### src/rtl/clkmgr_hint_sched.sv
// clkmgr_hint_sched: per-clock hint/idle driven clock-enable scheduler.
// Each managed clock has a RUN/COUNT/GATED state machine and an idle counter.
// A clock is gated only after its gate condition has held for the idle
// threshold plus one cycle. It wakes again when the condition drops.
// Optional build macro CLKMGR_HINT_STAGGER_EN: grant at most one wake per
// cycle using a round-robin pointer. Without it, all pending wakes are
// granted on the same edge and wake_pend_o is tied low.
module clkmgr_hint_sched #(
  parameter int unsigned NumHints = 4,
  parameter int unsigned IdleCntW = 4
) (
  input  logic                clk_i,
  input  logic                rst_ni,
  input  logic [NumHints-1:0] hint_i,
  input  logic [NumHints-1:0] idle_i,
  input  logic [IdleCntW-1:0] idle_thresh_i,
  input  logic                force_on_i,
  output logic [NumHints-1:0] en_o,
  output logic [NumHints-1:0] status_o,
  output logic                wake_pend_o
);

  typedef enum logic [1:0] {
    ST_RUN   = 2'd0,
    ST_COUNT = 2'd1,
    ST_GATED = 2'd2
  } hint_state_e;

  hint_state_e         state_q [NumHints];
  hint_state_e         state_d [NumHints];
  logic [IdleCntW-1:0] cnt_q   [NumHints];
  logic [IdleCntW-1:0] cnt_d   [NumHints];

  logic [NumHints-1:0] gate_cond;
  logic [NumHints-1:0] wake_req;
  logic [NumHints-1:0] grant;
  logic [NumHints-1:0] en_d;

  // Gate conditions, plus wake requests raised by gated clocks whose condition dropped
  always_comb begin
    gate_cond = hint_i & idle_i & ~{NumHints{force_on_i}};
    wake_req  = '0;
    for (int i = 0; i < NumHints; i++) begin
      wake_req[i] = (state_q[i] == ST_GATED) && !gate_cond[i];
    end
  end

`ifdef CLKMGR_HINT_STAGGER_EN
  localparam int unsigned PtrW = (NumHints > 1) ? $clog2(NumHints) : 1;
  localparam logic [PtrW:0]   NumHintsW = (PtrW+1)'(NumHints);
  localparam logic [PtrW-1:0] LastIdx   = PtrW'(NumHints - 1);

  logic [PtrW-1:0] ptr_q;
  logic [PtrW-1:0] ptr_d;
  logic [PtrW:0]   scan_sum;
  logic [PtrW-1:0] scan_idx;
  logic            found;
  logic            wake_pend_d;

  // Round-robin pick of the first wake requester at or after the pointer
  always_comb begin
    grant    = '0;
    ptr_d    = ptr_q;
    found    = 1'b0;
    scan_sum = '0;
    scan_idx = '0;
    for (int k = 0; k < NumHints; k++) begin
      scan_sum = {1'b0, ptr_q} + (PtrW+1)'(k);
      if (scan_sum >= NumHintsW) begin
        scan_sum = scan_sum - NumHintsW;
      end
      scan_idx = scan_sum[PtrW-1:0];
      if (!found && wake_req[scan_idx]) begin
        grant[scan_idx] = 1'b1;
        found           = 1'b1;
        ptr_d           = (scan_idx == LastIdx) ? '0 : scan_idx + PtrW'(1);
      end
    end
    wake_pend_d = (|(wake_req & ~grant)) && !force_on_i;
  end

  // Pointer and wake-pending flag; a forced wake leaves the pointer alone
  always_ff @(posedge clk_i) begin
    if (!rst_ni) begin
      ptr_q       <= '0;
      wake_pend_o <= 1'b0;
    end else begin
      if (!force_on_i) begin
        ptr_q <= ptr_d;
      end
      wake_pend_o <= wake_pend_d;
    end
  end
`else
  // Every requester wakes on the same edge, so nothing is ever left waiting
  always_comb begin
    grant = wake_req;
  end

  assign wake_pend_o = 1'b0;
`endif

  // Per-clock next state, idle counter and enable
  always_comb begin
    for (int i = 0; i < NumHints; i++) begin
      state_d[i] = state_q[i];
      cnt_d[i]   = cnt_q[i];
      en_d[i]    = 1'b1;
      case (state_q[i])
        ST_RUN: begin
          if (gate_cond[i]) begin
            state_d[i] = ST_COUNT;
            cnt_d[i]   = '0;
          end
        end
        ST_COUNT: begin
          if (!gate_cond[i]) begin
            state_d[i] = ST_RUN;
            cnt_d[i]   = '0;
          end else if (cnt_q[i] >= idle_thresh_i) begin
            state_d[i] = ST_GATED;
          end else if (cnt_q[i] != {IdleCntW{1'b1}}) begin
            cnt_d[i] = cnt_q[i] + IdleCntW'(1);
          end
        end
        ST_GATED: begin
          if (force_on_i || grant[i]) begin
            state_d[i] = ST_RUN;
            cnt_d[i]   = '0;
          end
        end
        default: begin
          state_d[i] = ST_RUN;
          cnt_d[i]   = '0;
        end
      endcase
      en_d[i] = (state_d[i] != ST_GATED);
    end
  end

  // State, counters, registered enables and the one-cycle-late status copy
  always_ff @(posedge clk_i) begin
    if (!rst_ni) begin
      for (int i = 0; i < NumHints; i++) begin
        state_q[i] <= ST_RUN;
        cnt_q[i]   <= '0;
      end
      en_o     <= '1;
      status_o <= '1;
    end else begin
      for (int i = 0; i < NumHints; i++) begin
        state_q[i] <= state_d[i];
        cnt_q[i]   <= cnt_d[i];
      end
      en_o     <= en_d;
      status_o <= en_o;
    end
  end

endmodule

### config.mk
export PLATFORM = sky130hd
export DESIGN_NAME = clkmgr_hint_sched
export DESIGN_NICKNAME = d
export VERILOG_FILES = /design/src/rtl/clkmgr_hint_sched.sv
export SDC_FILE = /design/constraint.sdc
export NUM_CORES = 1
export LEC_CHECK = 0
export ABC_CLOCK_PERIOD_IN_PS = 2700
export CORE_MARGIN = 1
export CORE_UTILIZATION = 55
export CTS_CLUSTER_SIZE = 20
export DETAILED_ROUTE_END_ITERATION = 8
export GPL_TIMING_DRIVEN = 0
export PLACE_DENSITY = 0.82
export SLEW_MARGIN = 20
export SYNTH_ARGS = -nofsm -noshare
export SYNTH_HDL_FRONTEND = slang
export SYNTH_SLANG_ARGS = --single-unit
### constraint.sdc
create_clock -name clk_i -period 2.7 [get_ports clk_i]
set_input_delay 0.27 -clock clk_i [delete_from_list [all_inputs] [get_ports clk_i]]
set_output_delay 0.27 -clock clk_i [all_outputs]
set_load 0.01 [all_outputs]
==> impl_results.md, run 1 <==
- Synth Instances: 210
- Post-layout util: 0.674
- Share of layout cells above drive strength 1: 0.0966
- Fraction of registers with async set/reset: 0
- Largest net degree at the start of global routing: 11
- Final WL: 3660 um
- Worst VDD drop: 0.000343 V
- Final net count: 273
- Core Area: 3360 um^2
- Register area: 641 um^2
- Cell variety after synth: 58
- CTS tree: yes
- Post-route DRC: 0
- Detailed placement HPWL: 2800 um
- Setup ws final: 0.664 ns
- Crit Path Category: in2reg
- Max-Cap Viols: 0
- Post-synth net total: 245
- Post-CTS Setup Bufs: 0
- # rows: 21
- ANT cells: 0
- Setup_tns: 0 ns
- Vias: 1,625
- Cts hold-fix bufs: 0
- Initial antenna violation count: 0
- Die ar.: 3760 um^2
- All-Layer GR Usage: 0.216
- Area after DPL: 2200 um^2
- Min Hold Slack: 0.299 ns
- Clock Sinks: 32
- First-pass GRT wire length: 5980 um
- Synthesized area per cell: 9.21 um^2
- Endpoints failing setup: 0
- Grt total ovfl: 0
- Fill cells: 328
- Status: complete, no violations
- Setup Skew: 0.00751 ns
- Initial drt markers: 51
- Seq/Total Area, Yosys: 0.331
- Max-slew violation count: 0
- Clock latency at the later pin of the worst-skew pair: 0.34 ns
- Post-synth EDFFs: 0
- Die Wd: 61.3 um
- Design area: 2270 um^2
- CP Data Arrival Time: 2.27 ns
- Final min period: 2.04 ns
- Tcrit/Tclk final: 0.754
- Main flop type after synthesis: dfxtp_1
- Mapped cell area: 1930 um^2
- Worst hold path class: in2reg
- Fin. Hold Viols: 0
- Max Clk Rate: 0.491 GHz
- Routability Congestion: 0.919
- Crit end category: flop
- Clock transition at path regs: 0.09 ns
- PwrDens: 395 nW/um^2
- Post-CTS Resized: 0
- Slew HR: 0.604
- Unrepaired setup endpoints after global routing: no
- Vias in the first global route: 1,429
- Die Y: 61.3 um
- Vias per cell: 5.72
- Seq cells post-synth: 32
- CP Data Required Time: 2.93 ns
- Multi-input logic area: 1220 um^2
- Detailed Routing Iterations Pass 1: 4
- I/O Buffers: 21
- Synthesis Warnings: 0
- H-tree depth: 2
- CTS Buffer Depth: 2
- Max Fanout on Critical Path: 4
- Worst setup SP type: input port
- Measured slew at the worst slew-check pin: 0.588 ns
- Synth-to-layout area growth: 17.2%
- Antenna viol nets, final: 0
- Drt wl/cell: 12.9 um
- Lkg Pwr: 0.934 nW
- CTS buffer count: 5
- Starting Density: 0.575
- Clk root buf: clkbuf_4
- Io pins: 24
- DP Worst Slack: 0.290 ns
-- final cells by class --
type | instances | share of cell area
Buffer | 5 | 0.0127
Clock buffer | 7 | 0.0287
Inverter | 13 | 0.0215
Multi-Input combinational cell | 160 | 0.536
Sequential cell | 32 | 0.283
Tap cell | 46 | 0.0254
Timing Repair Buffer | 21 | 0.0927
-- synthesized netlist by cell type, types with 4 or more instances --
library cell	number	area, um^2
nor2b_1	4	25.0
and2_1	4	25.0
nand2_1	15	56.3
nand3_1	9	45.0
a211oi_1	4	30.0
nand2b_1	10	62.6
nor2_1	9	33.8
a31oi_1	5	31.3
inv_1	13	48.8
a21oi_1	6	30.0
o21ai_0	6	30.0
dfxtp_1	32	641
ha_1	20	250
and3_1	5	31.3
-- metal layers --
layer | GRT usage | wire length (um) | vias up
met1 | 0.279 | 1830 | 757
li1 | - | - | 833
met4 | 0.0747 | 54 | 0
met5 | 0 | 0 | -
met2 | 0.354 | 1660 | 27
met3 | 0.0504 | 116 | 8
-- final timing paths --
check	endpoint	cells past startpoint	start	slack, ns
max	cnt_q[1][0]$_SDFFE_PN0P_	7	idle_thresh_i[0]	0.66
min reg2reg	status_o[2]$_SDFF_PN1_	1	en_o[2]$_SDFF_PN1_	0.44
max reg2reg	cnt_q[0][1]$_SDFFE_PN0P_	7	cnt_q[0][0]$_SDFFE_PN0P_	0.73
min	en_o[2]$_SDFF_PN1_	3	force_on_i	0.30
-- stage by stage --
step	std cells	power (W)
2_1_floorplan	210	0.000558
3_3_place_gp	277	0.000595
3_5_place_dp	277	0.000598
4_1_cts	284	0.000901
5_1_grt	284	0.000935
6_report	284	0.000895
-- critical path: stages --
cell,delay (ns)
clkdlybuf4s50_1,0.52
ha_1,0.34
nand2b_1,0.14
a2111o_1,0.44
a32oi_1,0.19
o21ai_1,0.10
mux2_2,0.26
-- power by group --
group / total (W) / internal (W) / switching (W)
Sequential: 0.000481 / 0.000476 / 0.00000472
Clock: 0.000308 / 0.000148 / 0.000161
Combinational: 0.000106 / 0.0000524 / 0.0000533
-- sequential cells by signal (all words and copies together), names as in the netlist --
name and flops:
en_o 4, cnt_q 16, status_o 4, state_q 8
-- placed cells by master (no fill, tap or decap), drive strengths merged, types with 3 or more instances in the layout --
cell type / Yosys / layout
a211oi: 4 / 4
a21oi: 8 / 8
a31oi: 5 / 5
and2: 5 / 5
and3: 5 / 5
and3b: 4 / 4
buf: 5 / 5
clkbuf: 0 / 7
clkdlybuf4s50: 0 / 21
dfxtp: 32 / 32
ha: 20 / 20
inv: 13 / 13
nand2: 15 / 15
nand2b: 11 / 11
nand3: 9 / 9
nand3b: 3 / 3
nand4b: 4 / 4
nor2: 9 / 9
nor2b: 4 / 4
nor3b: 3 / 3
o21ai: 9 / 9
o22ai: 3 / 3
-- cell families (layout without fill, tap and decap cells) --
group	after synthesis	in the layout	share of synthesized area
DFF	32	32	0.331
buffers and inverters	18	46	0.0401
other	1	1	0.00194
xor gates and xnor gates	3	3	0.0136
adders and majority gates	20	20	0.129
AOI/OAI and AO/OA	54	54	0.215
and+or+nand+nor	79	79	0.252
muxes	3	3	0.0162
(Power assumes the default switching activity.)
==> run 2: changes to the inputs <==
--- a/config.mk
+++ b/config.mk
@@ -5,7 +5,7 @@
 export SDC_FILE = /design/constraint.sdc
 export NUM_CORES = 1
 export LEC_CHECK = 0
-export ABC_CLOCK_PERIOD_IN_PS = 2700
+export ABC_CLOCK_PERIOD_IN_PS = 1900
 export CORE_MARGIN = 1
 export CORE_UTILIZATION = 55
 export CTS_CLUSTER_SIZE = 20
==> constraint.sdc (replaced) <==
create_clock -name clk_i -period 1.9 [get_ports clk_i]
set_input_delay 0.19 -clock clk_i [delete_from_list [all_inputs] [get_ports clk_i]]
set_output_delay 0.19 -clock clk_i [all_outputs]
set_load 0.01 [all_outputs]
==> impl_results.md, run 2 (synthesis results as in run 1) <==
- Post-layout util: 0.701
- Max Clk Rate: 0.539 GHz
- Max Fanout on Critical Path: 3
- Clk root buf: clkbuf_4
- Worst hold path class: in2reg
- CTS buffer count: 5
- Die ar.: 3760 um^2
- Share of layout cells above drive strength 1: 0.156
- Post-route DRC: 0
- Drt wl/cell: 13.2 um
- Worst setup SP type: flop
- Design area: 2360 um^2
- Area after DPL: 2200 um^2
- Unrepaired setup endpoints after global routing: yes
- Worst R2R Path Depth: 7
- First-pass GRT wire length: 6010 um
- Max-Cap Viols: 0
- Largest net degree at the start of global routing: 11
- Reg2reg setup slack: 0.04 ns
- PwrDens: 547 nW/um^2
- CTS tree: yes
- Synth-to-layout area growth: 21.8%
- Vias per cell: 5.80
- DP Worst Slack: -0.430 ns
- Commonest non-fill, non-tap cells in the layout: 29 x dfxtp_1, 20 x clkdlybuf4s50_1, 19 x ha_1
- Final net count: 278
- Detailed Routing Iterations Pass 1: 4
- Worst hold endpoint: en_o[2]$_SDFF_PN1_
- Starting Density: 0.575
- Most flop-heavy register: cnt_q
- Antenna viol nets, final: 0
- Min Hold Slack: 0.221 ns
- RR Endpoint: cnt_q[1][0]$_SDFFE_PN0P_
- Final min period: 1.86 ns
- Finished Layout Cells: 289
- Lkg Pwr: 0.981 nW
- Max-slew violation count: 0
- Routability Congestion: 0.919
- Clock latency at the later pin of the worst-skew pair: 0.34 ns
- Reg2reg start: cnt_q[1][0]$_SDFFE_PN0P_
- All-Layer GR Usage: 0.218
- Initial antenna violation count: 0
- Clock transition at path regs: 0.09 ns
- Endpoints failing setup: 0
- Cts hold-fix bufs: 0
- Die Y: 61.3 um
- Core Area: 3360 um^2
- H-tree depth: 2
- CTS Buffer Depth: 2
- Tcrit/Tclk final: 0.977
- Crit end category: flop
- CP Data Required Time: 2.13 ns
- CP Data Arrival Time: 2.08 ns
- Crit Path Category: reg2reg
- Setup Skew: 0.00740 ns
- Min-Delay Startpoint: force_on_i
- Most common cell after layout, fill and taps aside: dfxtp_1
- Vias in the first global route: 1,445
- Max FFs per register: 16
- WHS Path Cells: 3
- Fin. Hold Viols: 0
- Initial drt markers: 81
- Placed Cells: 277
- Top Registers: cnt_q x16, state_q x8
- Vias: 1,675
- I/O Buffers: 21
- Setup ws final: 0.0436 ns
- Worst VDD drop: 0.000508 V
- Grt total ovfl: 0
- Final WL: 3810 um
- ANT cells: 0
- Status: complete, no violations
- Die Wd: 61.3 um
- # rows: 21
- Io pins: 24
- Detailed placement HPWL: 2800 um
- Clock Sinks: 32
- Fill cells: 307
[run 2: changes by cell type in the layout (fill, tap and decap cells not counted), sizes merged]
cell	previous run	this run
buf	5	10
clkdlybuf4s50	21	20
dlygate4sd2	0	1
[run 2: metrics by stage]
step	total power [W]	setup TNS, ns
detailed placement	0.000849	-7.30
finish	0.00129	0
floorplan	0.000793	0
global placement	0.000845	-6.85
global route	0.00135	-0.0619
CTS	0.00129	0
[run 2: worst max path at each step]
stage / startpoint / to / slack, ns / depth (start not counted)
global placement: idle_thresh_i[0] / cnt_q[1][0]$_SDFFE_PN0P_ / -0.40 / 7
detailed placement: idle_thresh_i[0] / cnt_q[1][0]$_SDFFE_PN0P_ / -0.43 / 7
CTS: cnt_q[1][0]$_SDFFE_PN0P_ / cnt_q[1][0]$_SDFFE_PN0P_ / 0.005 / 7
global route: cnt_q[1][0]$_SDFFE_PN0P_ / cnt_q[1][0]$_SDFFE_PN0P_ / -0.04 / 7
floorplan: cnt_q[0][0]$_SDFFE_PN0P_ / cnt_q[0][2]$_SDFFE_PN0P_ / 0.04 / 7
finish: cnt_q[1][0]$_SDFFE_PN0P_ / cnt_q[1][0]$_SDFFE_PN0P_ / 0.04 / 7
[run 2: power breakdown]
group / internal, W / switching, W
registers: 0.000677 / 0.00000431
logic: 0.0000851 / 0.0000846
clock network: 0.000210 / 0.000227
total: 0.000972 / 0.000316
[run 2: critical path: stages, from the launching register on]
cell and delay (ns):
dfxtp_2 0.36, inv_2 0.05, ha_4 0.23, nand2b_4 0.13, a2111o_1 0.45, a32oi_2 0.20, o21ai_2 0.09, mux2_2 0.25
[run 2: timing repair]
action	4_1_cts	5_1_grt
pin swaps	3	10
resized for setup	5	8
setup buffers	3	2
setup endpoints to repair	6	9
[run 2: per-layer routing]
layer  GRT usage  vias up  wire length, um
met5           0        -                0
met4      0.0747        0               56
met3      0.0504        7              121
met2       0.357       29             1790
met1       0.282      795             1840
li1            -      844                -
[run 2: area by class of cell]
type / instances / area, um^2 / area share
plain buffers: 5 / 28.8 / 0.0122
repair buffers: 26 / 246 / 0.105
clock buffers: 7 / 65.1 / 0.0276
well taps: 46 / 57.6 / 0.0244
multi-input cells: 160 / 1260 / 0.537
flip-flops and latches: 32 / 644 / 0.273
inverters: 13 / 48.8 / 0.0207
